==> config.mk <==
export PLATFORM = sky130hd
export DESIGN_NAME = addsub_pipe
export DESIGN_NICKNAME = d
export VERILOG_FILES = /design/src/rtl/addsub_pkg.sv /design/src/rtl/addsub_core.sv /design/src/rtl/addsub_pipe.sv
export SDC_FILE = /design/constraint.sdc
export NUM_CORES = 1
export LEC_CHECK = 0
export BUFFER_PORTS_ARGS = -buffer_cell sky130_fd_sc_hd__buf_2
export CORE_MARGIN = 10
export CORE_UTILIZATION = 55
export DETAILED_ROUTE_END_ITERATION = 8
export MAX_ROUTING_LAYER = met4
export PLACE_DENSITY = 0.77
export SLEW_MARGIN = 20
export SYNTH_ARGS = -nofsm -noshare
export SYNTH_HDL_FRONTEND = slang
export SYNTH_HIERARCHICAL = 1
export SYNTH_SLANG_ARGS = --single-unit
==> constraint.sdc <==
create_clock -name clock -period 4 [get_ports clock]
set_input_delay 0.4 -clock clock [delete_from_list [all_inputs] [get_ports clock]]
set_output_delay 0.4 -clock clock [all_outputs]
set_load 0.03 [all_outputs]
==> src/rtl/addsub_pkg.sv <==
// addsub_pkg: shared op encoding and flag bundle
// for the pipelined add/subtract/compare unit.
package addsub_pkg;

  localparam logic [1:0] OP_SUB  = 2'b00;
  localparam logic [1:0] OP_ADD  = 2'b01;
  localparam logic [1:0] OP_RSUB = 2'b10;
  localparam logic [1:0] OP_CMP  = 2'b11;

  typedef struct packed {
    logic lt;
    logic eq;
    logic carry;
    logic overflow;
  } flags_t;

  localparam int FLAGS_W = $bits(flags_t);

endpackage

==> src/rtl/addsub_core.sv <==
// addsub_core: combinational add/sub/compare with
// flag generation and optional saturation.
module addsub_core
  import addsub_pkg::*;
#(
  parameter int WIDTH    = 16,
  parameter bit SATURATE = 1'b0
) (
  input  logic [1:0]         op,
  input  logic               is_signed,
  input  logic [WIDTH-1:0]   left,
  input  logic [WIDTH-1:0]   right,
  output logic [WIDTH-1:0]   result,
  output logic [FLAGS_W-1:0] flags
);

  logic [WIDTH:0] wide;
  logic           ls;
  logic           rs;
  logic           ws;
  logic           ov_s;
  flags_t         f;

  assign ls = left[WIDTH-1];
  assign rs = right[WIDTH-1];
  assign ws = wide[WIDTH-1];

  // extended-width arithmetic; MSB is carry/borrow
  always_comb begin
    wide = {1'b0, left};
    ov_s = 1'b0;
    unique case (op)
      OP_ADD: begin
        wide = {1'b0, left} + {1'b0, right};
        ov_s = (ls == rs) && (ws != ls);
      end
      OP_SUB: begin
        wide = {1'b0, left} - {1'b0, right};
        ov_s = (ls != rs) && (ws != ls);
      end
      OP_RSUB: begin
        wide = {1'b0, right} - {1'b0, left};
        ov_s = (ls != rs) && (ws != rs);
      end
      default: begin
        wide = {1'b0, left};
        ov_s = 1'b0;
      end
    endcase
  end

  // flags and clamped result
  always_comb begin
    f.eq = (left == right);
    if (is_signed)
      f.lt = $signed(left) < $signed(right);
    else
      f.lt = left < right;
    f.carry    = (op != OP_CMP) && wide[WIDTH];
    f.overflow = 1'b0;
    if (op != OP_CMP)
      f.overflow = is_signed ? ov_s : f.carry;
    result = wide[WIDTH-1:0];
    if (SATURATE && f.overflow) begin
      if (!is_signed)
        result = (op == OP_ADD) ? '1 : '0;
      else if (ws)
        result = {1'b0, {(WIDTH-1){1'b1}}};
      else
        result = {1'b1, {(WIDTH-1){1'b0}}};
    end
    flags = f;
  end

endmodule

==> src/rtl/addsub_pipe.sv <==
// addsub_pipe: two-stage valid/ready add/sub/cmp
// pipeline; stage 1 captures, stage 2 computes.
module addsub_pipe
  import addsub_pkg::*;
#(
  parameter int WIDTH    = 16,
  parameter bit SATURATE = 1'b0
) (
  input  logic             clock,
  input  logic             reset,
  input  logic             in_valid,
  output logic             in_ready,
  input  logic [1:0]       op,
  input  logic             is_signed,
  input  logic [WIDTH-1:0] left,
  input  logic [WIDTH-1:0] right,
  output logic             out_valid,
  input  logic             out_ready,
  output logic [WIDTH-1:0] result,
  output logic             lt,
  output logic             eq,
  output logic             carry,
  output logic             overflow
);

  logic             s1_valid;
  logic [1:0]       s1_op;
  logic             s1_signed;
  logic [WIDTH-1:0] s1_left;
  logic [WIDTH-1:0] s1_right;

  logic             s2_valid;
  logic [WIDTH-1:0] s2_result;
  flags_t           s2_flags;

  logic             s1_adv;
  logic             s2_adv;

  logic [WIDTH-1:0]   core_result;
  logic [FLAGS_W-1:0] core_flags;

  // a stage advances when empty or its successor moves
  always_comb begin
    s2_adv   = !s2_valid || out_ready;
    s1_adv   = !s1_valid || s2_adv;
    in_ready = s1_adv && !reset;
  end

  // stage 1: capture operands and controls
  always_ff @(posedge clock or posedge reset) begin
    if (reset) begin
      s1_valid  <= 1'b0;
      s1_op     <= OP_SUB;
      s1_signed <= 1'b0;
      s1_left   <= '0;
      s1_right  <= '0;
    end else if (s1_adv) begin
      s1_valid <= in_valid;
      if (in_valid) begin
        s1_op     <= op;
        s1_signed <= is_signed;
        s1_left   <= left;
        s1_right  <= right;
      end
    end
  end

  addsub_core #(
    .WIDTH    (WIDTH),
    .SATURATE (SATURATE)
  ) u_core (
    .op        (s1_op),
    .is_signed (s1_signed),
    .left      (s1_left),
    .right     (s1_right),
    .result    (core_result),
    .flags     (core_flags)
  );

  // stage 2: register result and flags, hold on stall
  always_ff @(posedge clock or posedge reset) begin
    if (reset) begin
      s2_valid  <= 1'b0;
      s2_result <= '0;
      s2_flags  <= '0;
    end else if (s2_adv) begin
      s2_valid <= s1_valid;
      if (s1_valid) begin
        s2_result <= core_result;
        s2_flags  <= flags_t'(core_flags);
      end
    end
  end

  assign out_valid = s2_valid;
  assign result    = s2_result;
  assign lt        = s2_flags.lt;
  assign eq        = s2_flags.eq;
  assign carry     = s2_flags.carry;
  assign overflow  = s2_flags.overflow;

endmodule
After elaboration in Yosys (flattened, before gate mapping)
Index checks and enable logic that the tools add are counted.

Register bits: 57. Input port bits: 39. Output and inout bits: 22.

Add/sub/neg operators: 3. $lt $le $gt $ge: 2. Equal/unequal tests: 8. Muxes and demuxes: 5. Reductions and logical operators: 13.

Operators by type and width (number): $pmux 17 s3 (1); $sub 16x16->17 (2); $lt 16x16->1 (2); $add 16x16->17 (1); $eq 16x16->1 (1); $logic_and 1x1->1 (5); $reduce_and 2->1 (2); $logic_not 1->1 (3); $mux 1 (3); $ne 1x1->1 (3); $pmux 1 s3 (1); $eq 2x1->1 const B (1); $eq 2x2->1 const B (1); $logic_not 2->1 (1); $logic_or 1x1->1 (2); $ne 2x2->1 const B (1); $eq 1x1->1 (1).

Longest topological paths before layout
Word-level depth: 7. Gate-level depth with buffers: 17. Depth with buffers taken out: 15.

Cells and area by module
Netlist, hierarchy kept.

Modules (own cells, without submodules): addsub_core (instances 1, cells an instance 336, area an instance 2333.5 µm², sequential area each 0.0 µm²); addsub_pipe (instances 1, cells an instance 125, area an instance 2316.0 µm², sequential area each 1426.4 µm²).

Worst setup path before layout
No wires, ideal clock.

Kind: register to register. Start: reg s1_op[0]. End: reg s2_flags (netlist bit overflow). Library setup time: 0.125 ns. Data arrival time: 3.520 ns. Data required time: 3.875 ns. Setup slack: 0.356 ns. Stages on the path, launching flop included: 18. Path buffers: 3. Period minus slack after synthesis: 3.644 ns. Cell sequence: dfrtp_1 -> inv_1 -> ha_1 -> clkbuf_1 -> buf_1 -> a21oi_1 -> xnor2_1 -> ha_1 -> buf_6 -> a21o_1 -> a31o_2 -> and2_1 -> a211oi_1 -> mux2i_1 -> o31a_1 -> mux2i_1 -> o31a_1 -> mux2_2.

Longest elaborated chain between the ends: 7. Elaborated cells on any way between the ends: 14. Those cells by class: eq/ne: 5; mux: 4; reduce/logical: 5.

RTL lines: start: declaration (RTL line addsub_pipe.sv:27) `logic [1:0] s1_op;`; start signal: assignment (RTL line addsub_pipe.sv:60) `s1_op <= op;`; $eq 2x2->1, or another cell as far along (RTL line addsub_core.sv:32) `unique case (op)`; $pmux 17 s3 (*) (RTL line addsub_core.sv:32); named net core_result[15] (RTL line addsub_pipe.sv:39) `logic [WIDTH-1:0] core_result;`; $ne 1x1->1, on equally long branches (RTL line addsub_core.sv:43, addsub_core.sv:35, addsub_core.sv:39); $logic_and 1x1->1, on equally long branches (RTL line addsub_core.sv:43, addsub_core.sv:35, addsub_core.sv:39); $pmux 1 s3 (*) (RTL line addsub_core.sv:32); $mux 1 (*) (RTL line addsub_core.sv:62) `f.overflow = is_signed ? ov_s : f.carry;`; $mux 1 (*) (RTL line addsub_core.sv:61) `if (op != OP_CMP)`; named net core_flags[0] (RTL line addsub_pipe.sv:40) `logic [FLAGS_W-1:0] core_flags;`; end signal: assignment (RTL line addsub_pipe.sv:90) `s2_flags <= flags_t'(core_flags);`; end: declaration (RTL line addsub_pipe.sv:34) `flags_t s2_flags;`.

Mark *: on every way through the listed nets, which the timed path passes. The rest lies on a longest branch. A chain may end at the register's enable or synchronous reset.

Worst setup path in the final report
Start: reg s1_left[3]. End: reg s2_flags (netlist bit overflow).

Longest elaborated chain between the ends: 7. Elaborated cells on any way between the ends: 13. Those cells by class: add/sub: 3; eq/ne: 2; mux: 4; reduce/logical: 4.

RTL lines: start: declaration (RTL line addsub_pipe.sv:29) `logic [WIDTH-1:0] s1_left;`; start signal: assignment (RTL line addsub_pipe.sv:62) `s1_left <= left;`; $sub 16x16->17, or another cell as far along (RTL line addsub_core.sv:42) `wide = {1'b0, right} - {1'b0, left};`; $pmux 17 s3 (*) (RTL line addsub_core.sv:32); named net core_result[15] (RTL line addsub_pipe.sv:39); $ne 1x1->1, on equally long branches (RTL line addsub_core.sv:43, addsub_core.sv:35, addsub_core.sv:39); $logic_and 1x1->1, on equally long branches (RTL line addsub_core.sv:43, addsub_core.sv:35, addsub_core.sv:39); $pmux 1 s3 (*) (RTL line addsub_core.sv:32); $mux 1 (*) (RTL line addsub_core.sv:62); $mux 1 (*) (RTL line addsub_core.sv:61); named net core_flags[0] (RTL line addsub_pipe.sv:40).

Marked as above.

==> flow_summary.json <==
{
  "outcome": "finished clean",
  "ir_drop_mv": 0.5001,
  "dp_slack_ns": 0.2419,
  "worstSkewPairLatency_ns": 0.34,
  "initial_core_util_pct": 56.59,
  "cts_tree": "done",
  "numPortBuffers": 60,
  "cts_sinks": 57,
  "first_global_vias": 3901,
  "rsz0062_at_grt": "no",
  "ys.warnings.count": 6,
  "use_met3_pct": 3.757,
  "numCtsBuffers": 9,
  "synth_area_um2": 4649,
  "arrival_ns": 4.01,
  "period_share_pct": 94.70,
  "synthToLayoutAreaGrowth_pct": 13.11,
  "tns_ns": 0,
  "critPathTopFamily": "compound AO/OA/AOI/OAI gates",
  "drcViolationCount": 0,
  "vias": 3739,
  "p_clk_share_pct": 16.5,
  "clockBufferDepth": 2,
  "cp_slowest_cell": "dfrtp_1",
  "cap_violations": 0,
  "cellPowerDensity_nw_per_um2": 620.2,
  "dp_hpwl_um": 8762,
  "fin_ws_ns": 0.2118,
  "first_pass_iters": 5,
  "antenna_found_initial": 0,
  "wl_per_cell_um": 18.09,
  "syn_nets": 540,
  "finalPower_mw": 3.261,
  "die_x_um": 111.9,
  "drt_iter0_drc": 232,
  "fin_crit_ns": 3.788,
  "cp-end-kind": "register",
  "relSlewSlack_pct": 44.41,
  "hp-class": "input port to asynchronous set/reset pin",
  "ctsRootBufferMaster": "clkbuf_8",
  "p_comb_share_pct": 57.8,
  "netSwitchingPower_mw": 1.414,
  "vias_per_cell": 5.851,
  "synth_cell_type_count": 64,
  "grt_max_degree": 58,
  "fin_worst_hold_slack_ns": 0.2614,
  "clock.fmax_mhz": 264.0,
  "gp_congestion": 0.9333,
  "crit_top_cell": "a21o_1",
  "synth_edf_count": 0,
  "crit_chain": "nor3_1 > buf_4 > and4_2 > a31oi_2 > xnor2_1 > ha_1 > a21o_1 > a21o_1 > a21o_1 > a211oi_1 > mux2i_1 > o31a_1 > mux2i_1 > o31a_1 > mux2_2",
  "cpPeakStageDelay_ns": 0.44,
  "worst-setup-path-type": "register to register",
  "slew_viol_final": 0,
  "setup_viol": 0,
  "core-area_um2": 8217,
  "post_cts_buffers": 0,
  "ys_ff_latch": 57,
  "intPower_mw": 1.847,
  "htreeDepth": 3,
  "drtAntennaViolNets": 0,
  "grt_pass1_wl_um": 19470,
  "rows": 33,
  "async_reset_ff_share_pct": 100.0,
  "gr-total-overflow": 0,
  "ys_seq_area_share_pct": 30.68,
  "ys.flop_type": "dfrtp_1",
  "critPathMaxFanout": 5,
  "drt_wl_total_um": 11560,
  "hold_viol_final": 0,
  "use_met2_pct": 28.52,
  "final_nets": 609,
  "top_usage_layer": "met2",
  "cp.required_ns": 4.22,
  "path_clk_slew_ns": 0.07,
  "critPathBufInv": 1,
  "avgSynthCellArea_um2": 10.09,
  "grt_usage_pct": 18.97,
  "diodes": 0,
  "p_seq_share_pct": 25.7,
  "dieArea_um2": 12530,
  "syn_inst": 461,
  "die_h_um": 111.9,
  "worstMarginPinSlew_ns": 0.8318,
  "ios": 61,
  "grtUsageMet1_pct": 25.58,
  "p_leak_nw": 2.592,
  "drive_gt1_share_pct": 30.15,
  "cp-start-kind": "register",
  "skew_ns": 0.01494,
  "switching_share_pct": 43.36
}
[worst min-delay path: cells and delay by family]
family                 cells  cell delay (ns)
buffers and inverters      3             0.69
[cell families (layout without fill, tap and decap cells)]
family	after synthesis	after routing	synth area share [%]
AO/OA/AOI/OAI	124	124	17.55
AND/OR/NAND/NOR	89	89	10.98
multiplexers	59	59	16.63
flip-flops	57	57	30.68
buffers and inverters	54	127	5.920
adder cells (fa/ha/maj)	40	40	11.09
XOR/XNOR	38	38	7.158
[state kept, by name, indices dropped and copies added (netlist names)]
signal / flops
out_valid: 1
s1_signed: 1
s1_valid: 1
s1_op: 2
overflow: 1
result: 16
carry: 1
s1_right: 16
eq: 1
lt: 1
s1_left: 16
[area by class of cell]
class / count / area, µm²
multi-input combinational: 350 / 2958
clock inverter: 5 / 56.30
inverter: 38 / 142.6
tap: 105 / 131.4
sequential: 57 / 1428
timing repair buffer: 74 / 405.4
clock buffer: 10 / 137.6
fill: 660 / 2958
[path summary, 6_finish.rpt]
check                           startpoint  depth (start not counted)           to  slack [ns]
worst max-delay path            s1_left[3]                         15     overflow        0.21
worst min-delay path                 reset                          3    result[3]        0.26
max in group asynchronous            reset                          3   s1_left[1]        3.25
min in group clock                left[11]                          2  s1_left[11]        0.29
worst max register to register  s1_left[3]                         15     overflow        0.21
worst min register to register   result[8]                          1    result[8]        0.51
[cell usage in the layout (no fill, tap or decap), drive strengths merged, types with 3 or more instances in the layout]
master	count
o21a	4
a21o	17
nor2b	3
a221oi	6
ha	38
nor2	15
a22oi	5
nand2b	8
xnor2	29
or4	3
a21oi	35
clkbuf	10
clkinv	3
nand2	26
nor3	8
dfrtp	57
nand4	5
a31o	3
and2	3
a32oi	3
o211ai	3
a31oi	8
inv	38
xor2	9
nand3b	3
buf	74
mux2	56
nand3	3
o21ai	22
mux2i	3
[synthesized netlist by cell type (all sizes together), types with 4 or more instances]
cell type / count / area share (%)
dfrtp: 57 / 31
mux2: 56 / 16
ha: 38 / 10
inv: 38 / 3.1
a21oi: 35 / 3.8
xnor2: 29 / 5.5
nand2: 26 / 2.4
o21ai: 22 / 2.4
a21o: 17 / 2.7
nor2: 15 / 1.2
xor2: 9 / 1.7
a31oi: 8 / 1.1
buf: 8 / 2.2
clkbuf: 8 / 0.65
nand2b: 8 / 1.1
nor3: 8 / 1.1
a221oi: 6 / 1.1
a22oi: 5 / 0.81
nand4: 5 / 0.67
o21a: 4 / 0.65
[stage by stage]
| stage | cells | area (µm²) | util (%) |
|---|---|---|---|
| global placement | 624 | 5054 | 61.50 |
| floorplan | 461 | 4649 | - |
| detailed placement | 624 | 5054 | 61.50 |
| global route | 639 | 5259 | 64.00 |
| CTS | 639 | 5248 | 63.86 |
| finish | 639 | 5259 | 64.00 |
[repair_timing]
item | in CTS | in global routing
gates resized for setup | 0 | 4
hold buffers | 0 | 0
hold endpoints to repair | 0 | 0
setup endpoints to repair | 0 | 1
[per-layer routing]
layer	vias to the layer above	routed length [µm]
li1	1812	-
met1	1816	5647
met2	100	5254
met3	11	549
met4	0	107
met5	-	0
[power groups by stage]
stage	Clock, mW	Combinational [mW]	Sequential, mW
after floorplan	0	1.22	1.02
after global placement	0	1.82	0.841
after detailed placement	0	1.86	0.845
after CTS	0.554	1.87	0.837
after global routing	0.576	2.06	0.863
final	0.539	1.88	0.838
Note: power is estimated with default switching activity, not from simulation.
